`src/rtl/sort_ctrl.sv`:
```
// In-place ascending bubble-sort sequencer for a single-port, synchronous-read memory.
// Outputs are registered from the next-state decode, so they follow the current state with no extra delay.
module sort_ctrl #(
  parameter int ADDRWIDTH = 9
) (
  input  logic                 clk,
  input  logic                 rst,
  input  logic                 go,
  input  logic [ADDRWIDTH-1:0] n,
  input  logic                 a_gt_b,
  output logic [ADDRWIDTH-1:0] addr,
  output logic                 mem_rd,
  output logic                 mem_wr,
  output logic                 wr_sel,
  output logic                 ld_a,
  output logic                 ld_b,
  output logic                 busy,
  output logic                 done
);

  typedef enum logic [3:0] {
    S_IDLE, S_INIT, S_RDA, S_RDB, S_LDB, S_CMP, S_WRA, S_WRB, S_NEXT, S_DONE
  } state_t;

  state_t               state_q, state_d;
  logic [ADDRWIDTH-1:0] i_q, i_d;
  logic [ADDRWIDTH-1:0] limit_q, limit_d;
  logic [ADDRWIDTH-1:0] n_q, n_d;
  logic                 swapped_q, swapped_d;
  logic [ADDRWIDTH-1:0] i_q_p1, i_d_p1;

  logic [ADDRWIDTH-1:0] addr_d;
  logic                 mem_rd_d, mem_wr_d, wr_sel_d, ld_a_d, ld_b_d, busy_d, done_d;

  assign i_q_p1 = i_q + ADDRWIDTH'(1);
  assign i_d_p1 = i_d + ADDRWIDTH'(1);

  always_comb begin
    state_d   = state_q;
    i_d       = i_q;
    limit_d   = limit_q;
    n_d       = n_q;
    swapped_d = swapped_q;
    case (state_q)
      S_IDLE: if (go) begin
        if (n >= ADDRWIDTH'(2)) begin
          n_d     = n;
          state_d = S_INIT;
        end else begin
          state_d = S_DONE;
        end
      end
      S_INIT: begin
        i_d       = '0;
        limit_d   = n_q - ADDRWIDTH'(1);
        swapped_d = 1'b0;
        state_d   = S_RDA;
      end
      S_RDA: state_d = S_RDB;
      S_RDB: state_d = S_LDB;
      S_LDB: state_d = S_CMP;
      S_CMP: state_d = a_gt_b ? S_WRA : S_NEXT;  // equal keys stay put
      S_WRA: state_d = S_WRB;
      S_WRB: begin
        swapped_d = 1'b1;
        state_d   = S_NEXT;
      end
      S_NEXT: begin
        if (i_q_p1 < limit_q) begin
          i_d     = i_q_p1;
          state_d = S_RDA;
        end else if (!swapped_q || limit_q == ADDRWIDTH'(1)) begin
          state_d = S_DONE;
        end else begin
          limit_d   = limit_q - ADDRWIDTH'(1);
          i_d       = '0;
          swapped_d = 1'b0;
          state_d   = S_RDA;
        end
      end
      S_DONE:  state_d = S_IDLE;
      default: state_d = S_IDLE;
    endcase
  end

  // Moore decode of the state being entered, registered below
  always_comb begin
    addr_d   = '0;
    mem_rd_d = 1'b0;
    mem_wr_d = 1'b0;
    wr_sel_d = 1'b0;
    ld_a_d   = 1'b0;
    ld_b_d   = 1'b0;
    busy_d   = 1'b0;
    done_d   = 1'b0;
    case (state_d)
      S_INIT: busy_d = 1'b1;
      S_RDA: begin
        busy_d = 1'b1; addr_d = i_d; mem_rd_d = 1'b1;
      end
      S_RDB: begin
        busy_d = 1'b1; addr_d = i_d_p1; mem_rd_d = 1'b1; ld_a_d = 1'b1;
      end
      S_LDB: begin
        busy_d = 1'b1; ld_b_d = 1'b1;
      end
      S_CMP: busy_d = 1'b1;
      S_WRA: begin
        busy_d = 1'b1; addr_d = i_d; mem_wr_d = 1'b1; wr_sel_d = 1'b1;
      end
      S_WRB: begin
        busy_d = 1'b1; addr_d = i_d_p1; mem_wr_d = 1'b1;
      end
      S_NEXT: busy_d = 1'b1;
      S_DONE: done_d = 1'b1;
      default: ;
    endcase
  end

  always_ff @(posedge clk) begin
    if (rst) begin
      state_q   <= S_IDLE;
      i_q       <= '0;
      limit_q   <= '0;
      n_q       <= '0;
      swapped_q <= 1'b0;
      addr      <= '0;
      mem_rd    <= 1'b0;
      mem_wr    <= 1'b0;
      wr_sel    <= 1'b0;
      ld_a      <= 1'b0;
      ld_b      <= 1'b0;
      busy      <= 1'b0;
      done      <= 1'b0;
    end else begin
      state_q   <= state_d;
      i_q       <= i_d;
      limit_q   <= limit_d;
      n_q       <= n_d;
      swapped_q <= swapped_d;
      addr      <= addr_d;
      mem_rd    <= mem_rd_d;
      mem_wr    <= mem_wr_d;
      wr_sel    <= wr_sel_d;
      ld_a      <= ld_a_d;
      ld_b      <= ld_b_d;
      busy      <= busy_d;
      done      <= done_d;
    end
  end

endmodule

```
`config.mk`:
```
export PLATFORM = sky130hd
export DESIGN_NAME = sort_ctrl
export DESIGN_NICKNAME = d
export VERILOG_FILES = /design/src/rtl/sort_ctrl.sv
export SDC_FILE = /design/constraint.sdc
export NUM_CORES = 1
export LEC_CHECK = 0
export ABC_AREA = 1
export CAP_MARGIN = 10
export CORE_AREA = 4 4 102 85
export DETAILED_ROUTE_END_ITERATION = 8
export DIE_AREA = 0 0 106 89
export PLACE_DENSITY = 0.54
export SLEW_MARGIN = 20
export SYNTH_ARGS = -nofsm -noshare
export SYNTH_HDL_FRONTEND = slang
export SYNTH_SLANG_ARGS = --single-unit
```
`constraint.sdc`:
```
create_clock -name clk -period 3.45 [get_ports clk]
set_clock_uncertainty 0.15 [all_clocks]
set_input_delay 0.5175 -clock clk [delete_from_list [all_inputs] [get_ports clk]]
set_output_delay 0.5175 -clock clk [all_outputs]
set_load 0.005 [all_outputs]
```
==> reports/summary.txt, run 1 <==
Worst Setup Start Kind - register
Placed Area - 3385 µm²
Worst Min Path Start - limit_q[7]$_SDFFE_PP0P_
Mapped cell area - 3009 µm²
Most Frequent Cell on Critical Path - nand2_1
CP Max Fanout - 8
Average wire per standard cell - 12.51 µm
DRT Wirelength - 7331 µm
Tot GR Track Use - 0.1649
Critical path startpoint - i_q[0]$_SDFF_PP0_
Worst slack, placed - 0.1453 ns
CTS Buf Count - 5
Core area - 7692 µm²
Setup slack, reg-to-reg - 0.29 ns
Pwr/cell area - 447.5 nW/µm²
Final worst-path cycle share - 0.9159
Fraction of layout instances using a drive strength above 1 - 0.1130
IO Port Bufs - 28
# setup viols final - 0
Clk_lat worst skew - 0.29 ns
Vias in the first global route - 2,641
Post-Syn Nets - 473
Final worst slack - 0.2902 ns
Leading area contributor after synthesis - dfxtp_1
Global-route wire length before repair - 12,730 µm
Starting Density - 0.3912
Crit path DAT - 3.21 ns
Crit path required time - 3.50 ns
Fin area - 3523 µm²
Hold Path Class - reg2reg
Post-synth top flop - dfxtp_1
Setup_tns - 0 ns
CP endpoint kind - register
Hpwl dp - 5751 µm
Area share of the largest cell type after synthesis - 0.3193
Nets - 504
Initial antenna violation count - 0
Drt first pass iters - 4
Starting DRT DRC Count - 144
Max Slew Vio Count - 0
CTS root buf - clkbuf_8
CTS tree - built
Worst-margin pin slew - 0.5204 ns
Top-count cell post-synth - nand2_1
Status - completed
Synth cell count leaders - nand2_1, inv_1, dfxtp_1, nor2_1, nand3_1
Seq/Total Area, Yosys - 0.3193
Fmax - 0.3165 GHz
Delay-heaviest family, CP - simple AND/OR/NAND/NOR gates
Pleak - 1.591 nW
FFs w/ async S/R, synth - 0
Buf/Inv on CP - 2
Clock buffer depth - 2
Fin crit period - 3.160 ns
Slew headroom - 0.6498
Clk sinks - 48
Die area - 9434 µm²
RSZ-0062 raised after global routing - false
Syn-to-layout area delta - 17.09%
Remaining DRCs - 0
Largest net degree at the start of global routing - 20
RePlAce Congestion - 0.8754
Die height - 89 µm
RR Startpoint - i_q[0]$_SDFF_PP0_
Synth Area per Inst - 6.732 µm²
Critical-path cell list - ha_2 -> nand3_1 -> inv_2 -> nand4_1 -> nand2_1 -> inv_1 -> ha_1 -> nand2_1 -> nand2_1 -> a21oi_4 -> nand3_4 -> nand2_1 -> nand3_2 -> nand2_2 -> ha_1 -> nand2_2 -> nor2_4 -> nand4_1 -> nand3_1 -> nand2_1
CP Class - reg2reg
Die width - 106 µm
Row count - 29
GRT Residual Overflow - 0
Ant diodes - 0
IO Pins - 29
Count of cell types in the netlist - 41
Number of synthesis warnings - 0
Max incr delay on CP - 0.40 ns
Max-capacitance violation count - 0
H-tree depth - 2
Via count of the routed design - 2,851
Top post-synthesis cells by area - dfxtp_1, nand2_1, inv_1
Hold Vio Cnt, Final - 0
Mapped Cells - 447
Reg clk slew, reported paths - 0.09 ns
Worst IR drop on VDD - 0.0002176 V
DR vias/cell - 4.865
Crit-path slowest cell - dfxtp_4
Number of synthesized flops with an enable pin - 0
Antenna Nets Post-Route - 0
Flop and latch count out of synthesis - 48
stage by stage:
| step | util | hold slack, ns | total power, W | instances |
|---|---|---|---|---|
| floorplan | - | 0.3041 | 0.001058 | 447 |
| finish | 0.4580 | 0.3432 | 0.001577 | 586 |
| detailed placement | 0.4400 | 0.3276 | 0.001192 | 575 |
| global placement | 0.4400 | 0.3271 | 0.001192 | 575 |
| CTS | 0.4525 | 0.3431 | 0.001565 | 582 |
| global route | 0.4580 | 0.3721 | 0.001705 | 586 |
worst paths after layout:
kind                                                end  depth (start not counted)
worst max-delay path                 addr[8]$_SDFF_PP0_                         20
worst min-delay path            limit_q[7]$_SDFFE_PP0P_                          2
worst max register to register       addr[8]$_SDFF_PP0_                         20
worst min register to register  limit_q[7]$_SDFFE_PP0P_                          2
where the power goes:
part	total, W	internal, W	switching [W]	leakage (nW)
logic	0.000570	0.000217	0.000352	1.15
registers	0.000643	0.000600	0.0000431	0.392
clock network	0.000364	0.000179	0.000185	0.0503
total	0.00158	0.000996	0.000581	1.59
worst register-to-register path, delay by kind of cell, from the launching register on:
family,cells,cell delay [ns]
adders and majority gates,3,0.69
buffers and inverters,2,0.15
AOI/OAI and AO/OA,1,0.26
and+or+nand+nor,14,1.39
DFF,1,0.40
routing by layer:
layer | wire (µm) | GRT usage
met1 | 3929 | 0.2569
met2 | 2864 | 0.2292
met3 | 465 | 0.03032
met4 | 72 | 0.04471
met5 | 0 | 0
sequential cells by signal, indices dropped and copies added (netlist names):
name,cells
busy,1
swapped_q,1
state_q,4
limit_q,9
ld_b,1
mem_wr,1
addr,9
ld_a,1
n_q,9
i_q,9
done,1
mem_rd,1
wr_sel,1
kinds of logic (layout without fill, tap and decap cells):
kind of cell    Yosys count  after routing  synth area share
fa+ha+maj                13             13           0.05406
xor+xnor                 10             10           0.02911
buf+inv                  73            104           0.09729
compound gates           63             63            0.1206
flops                    48             48            0.3193
simple gates            240            240            0.3796
cell usage in the layout, fill, tap and decap left out, types with 8 or more instances in the layout:
cell type / synthesis / final
inv_1: 59 / 58
clkdlybuf4s50_1: 0 / 28
nand4_1: 9 / 9
nand3_1: 36 / 36
nor2_1: 48 / 46
dfxtp_1: 48 / 46
o21ai_0: 25 / 24
a21oi_1: 20 / 20
xor2_1: 8 / 8
ha_1: 13 / 12
nand2_1: 108 / 108
nand2_2: 10 / 10
area by class of cell:
class                      instances  area, µm²
fill                             831       4169
clock buffer                       7      96.34
sequential                        48      965.9
tap                              108      135.1
timing repair buffer              33      317.8
multi-input combinational        326       1763
inverter                          64      245.2
what timing repair did:
item	CTS	global route
hold buffers	0	0
endpoints found under the setup margin	0	10
buffers inserted	0	4
resized for setup	0	8
Note: power is estimated with default switching activity, not from simulation.
==> run 2, diff against run 1 <==
--- a/config.mk
+++ b/config.mk
@@ -11,6 +11,7 @@
 export DETAILED_ROUTE_END_ITERATION = 8
 export DIE_AREA = 0 0 106 89
 export PLACE_DENSITY = 0.54
+export REMOVE_ABC_BUFFERS = 1
 export SLEW_MARGIN = 20
 export SYNTH_ARGS = -nofsm -noshare
 export SYNTH_HDL_FRONTEND = slang
==> reports/summary.txt, run 2 (synthesis results as in run 1) <==
Worst-margin pin slew - 0.5638 ns (was 0.5204 ns)
IO Pins - 29 (unchanged)
Pleak - 1.602 nW (was 1.591 nW)
Clock power share - 0.275 (was 0.231)
Global-route wire length before repair - 12,210 µm (was 12,730 µm)
Ant diodes - 0 (unchanged)
CP Max Fanout - 9 (was 8)
Status - completed (unchanged)
Die area - 9434 µm² (unchanged)
Slew headroom - 0.6206 (was 0.6498)
Hpwl dp - 5613 µm (was 5751 µm)
Fraction of layout instances using a drive strength above 1 - 0.1046 (was 0.1130)
Die height - 89 µm (unchanged)
CTS root buf - clkbuf_8 (unchanged)
Final worst-path cycle share - 0.9150 (was 0.9159)
Pwr/cell area - 461.1 nW/µm² (was 447.5 nW/µm²)
CTS Buf Count - 5 (unchanged)
Most Frequent Cell on Critical Path - nand2_1 (unchanged)
GRT Residual Overflow - 0 (unchanged)
Row count - 29 (unchanged)
Antenna Nets Post-Route - 0 (unchanged)
Crit-path slowest cell - dfxtp_2 (was dfxtp_4)
Worst IR drop on VDD - 0.0002476 V (was 0.0002176 V)
Starting Density - 0.3912 (unchanged)
IO Port Bufs - 28 (unchanged)
Drt first pass iters - 4 (unchanged)
CP Class - reg2reg (unchanged)
Crit path required time - 3.50 ns (about the same)
Nets - 503 (was 504)
Placed Area - 3392 µm² (was 3385 µm²)
DR vias/cell - 4.821 (was 4.865)
Via count of the routed design - 2,825 (was 2,851)
P_int - 0.001050 W (was 0.0009961 W)
Initial antenna violation count - 0 (unchanged)
Switching Fraction - 0.3559 (was 0.3682)
Vias in the first global route - 2,548 (was 2,641)
Hold Path Class - reg2reg (unchanged)
Commonest non-fill, non-tap cell in the layout - nand2_1 (unchanged)
Starting DRT DRC Count - 178 (was 144)
Syn-to-layout area delta - 17.55% (was 17.09%)
Hold Vio Cnt, Final - 0 (unchanged)
Switch Pwr - 0.0005805 W (about the same)
Clk sinks - 48 (unchanged)
Max-capacitance violation count - 0 (unchanged)
Setup_tns - 0 ns (unchanged)
Combinational power share - 0.331 (was 0.361)
Crit path DAT - 3.21 ns (about the same)
Remaining DRCs - 0 (unchanged)
Fin area - 3537 µm² (was 3523 µm²)
Worst slack, placed - 0.1849 ns (was 0.1453 ns)
Critical-path cell list - ha_2 -> nand3_1 -> inv_1 -> nand3_1 -> nand2_1 -> inv_1 -> ha_1 -> nand2_1 -> nor2_2 -> nand3_2 -> nand3_4 -> nand2_1 -> nand3_1 -> nand2_2 -> ha_1 -> nand2_2 -> nor2_4 -> nand2_1 -> nand2_1 -> nand3_1 -> nand2_1 (was ha_2 -> nand3_1 -> inv_2 -> nand4_1 -> nand2_1 -> inv_1 -> ha_1 -> nand2_1 -> nand2_1 -> a21oi_4 -> nand3_4 -> nand2_1 -> nand3_2 -> nand2_2 -> ha_1 -> nand2_2 -> nor2_4 -> nand4_1 -> nand3_1 -> nand2_1)
Final hold slack - 0.3371 ns (was 0.3432 ns)
Max incr delay on CP - 0.42 ns (was 0.40 ns)
Inst Count DP - 576 (was 575)
Most frequent cells in the layout - nand2_1, inv_1, nor2_1 (was nand2_1, inv_1, nor2_1, dfxtp_1, nand3_1)
Clock buffer depth - 2 (unchanged)
Clk_lat worst skew - 0.30 ns (was 0.29 ns)
CP endpoint kind - register (unchanged)
DRT Wirelength - 7300 µm (was 7331 µm)
RePlAce Congestion - 0.9047 (was 0.8754)
Final worst slack - 0.2933 ns (was 0.2902 ns)
Average wire per standard cell - 12.46 µm (was 12.51 µm)
Sequential share of power - 0.394 (was 0.408)
Largest net degree at the start of global routing - 27 (was 20)
Reg clk slew, reported paths - 0.09 ns (about the same)
Die width - 106 µm (unchanged)
Worst Setup Start Kind - register (unchanged)
Fin crit period - 3.157 ns (was 3.160 ns)
# setup viols final - 0 (unchanged)
Max Slew Vio Count - 0 (unchanged)
Fmax - 0.3168 GHz (was 0.3165 GHz)
Tot GR Track Use - 0.1591 (was 0.1649)
Core area - 7692 µm² (unchanged)
H-tree depth - 2 (unchanged)
CTS tree - built (unchanged)
Count of non-filler cells in the finished layout - 586 (unchanged)
Cts hold-fix bufs - 0 (unchanged)
==> run 2: changes by cell type in the layout (fill, tap and decap cells not counted) <==
cell       delta
inv_2         -1
nor2_1        +2
buf_4         -1
dfxtp_4       -1
nor2_2        -2
dfxtp_1       +1
bufinv_16     +1
o21ai_0       +1
inv_1         +1
o21ai_1       -1
==> run 2: power groups by stage <==
stage / Combinational (W) / Clock [W] / Sequential, W
floorplan: 0.000404 / 0 / 0.000646
global placement: 0.000538 / 0 / 0.000655
detailed placement: 0.000537 / 0 / 0.000654
CTS: 0.000540 / 0.000466 / 0.000642
global route: 0.000615 / 0.000485 / 0.000651
finish: 0.000540 / 0.000448 / 0.000643
==> run 2: final cells by class <==
cell class / instances / area (µm²)
Fill cell: 806 / 4155
Multi-Input combinational cell: 326 / 1758
Sequential cell: 48 / 962.2
Timing Repair Buffer: 32 / 310.3
Inverter: 64 / 245.2
Tap cell: 108 / 135.1
Clock buffer: 7 / 96.34
Clock inverter: 1 / 30.03
==> run 2: per-layer routing <==
| metal | wire length (µm) | GRT usage | vias up |
|---|---|---|---|
| li1 | - | - | 1505 |
| met1 | 3987 | 0.2375 | 1259 |
| met2 | 2927 | 0.2338 | 54 |
| met3 | 325 | 0.03105 | 7 |
| met4 | 59 | 0.04235 | 0 |
| met5 | 0 | 0 | - |
==> run 2: path summary, 6_finish.rpt <==
kind                                  end  slack (ns)  cells after the start                     from
hold / removal    limit_q[7]$_SDFFE_PP0P_        0.34                      2  limit_q[7]$_SDFFE_PP0P_
setup reg to reg       addr[8]$_SDFF_PP0_        0.29                     21        i_q[0]$_SDFF_PP0_
setup / recovery       addr[8]$_SDFF_PP0_        0.29                     21        i_q[0]$_SDFF_PP0_
hold reg to reg   limit_q[7]$_SDFFE_PP0P_        0.34                      2  limit_q[7]$_SDFFE_PP0P_
==> run 2: timing repair <==
item,CTS,global route
buffers inserted,0,2
setup endpoints to repair,0,12
gates resized for setup,0,2
==> run 2: stage by stage <==
stage | utilization | total power (W)
floorplan | - | 0.001051
global placement | 0.4410 | 0.001194
detailed placement | 0.4410 | 0.001192
CTS | 0.4574 | 0.001648
global route | 0.4598 | 0.001752
finish | 0.4598 | 0.001631
==> run 2: critical path, delay by kind of cell, from the launching register on <==
family	cells	cell delay, ns
simple gates	16	1.56
fa+ha+maj	3	0.77
flops	1	0.42
buf+inv	2	0.16
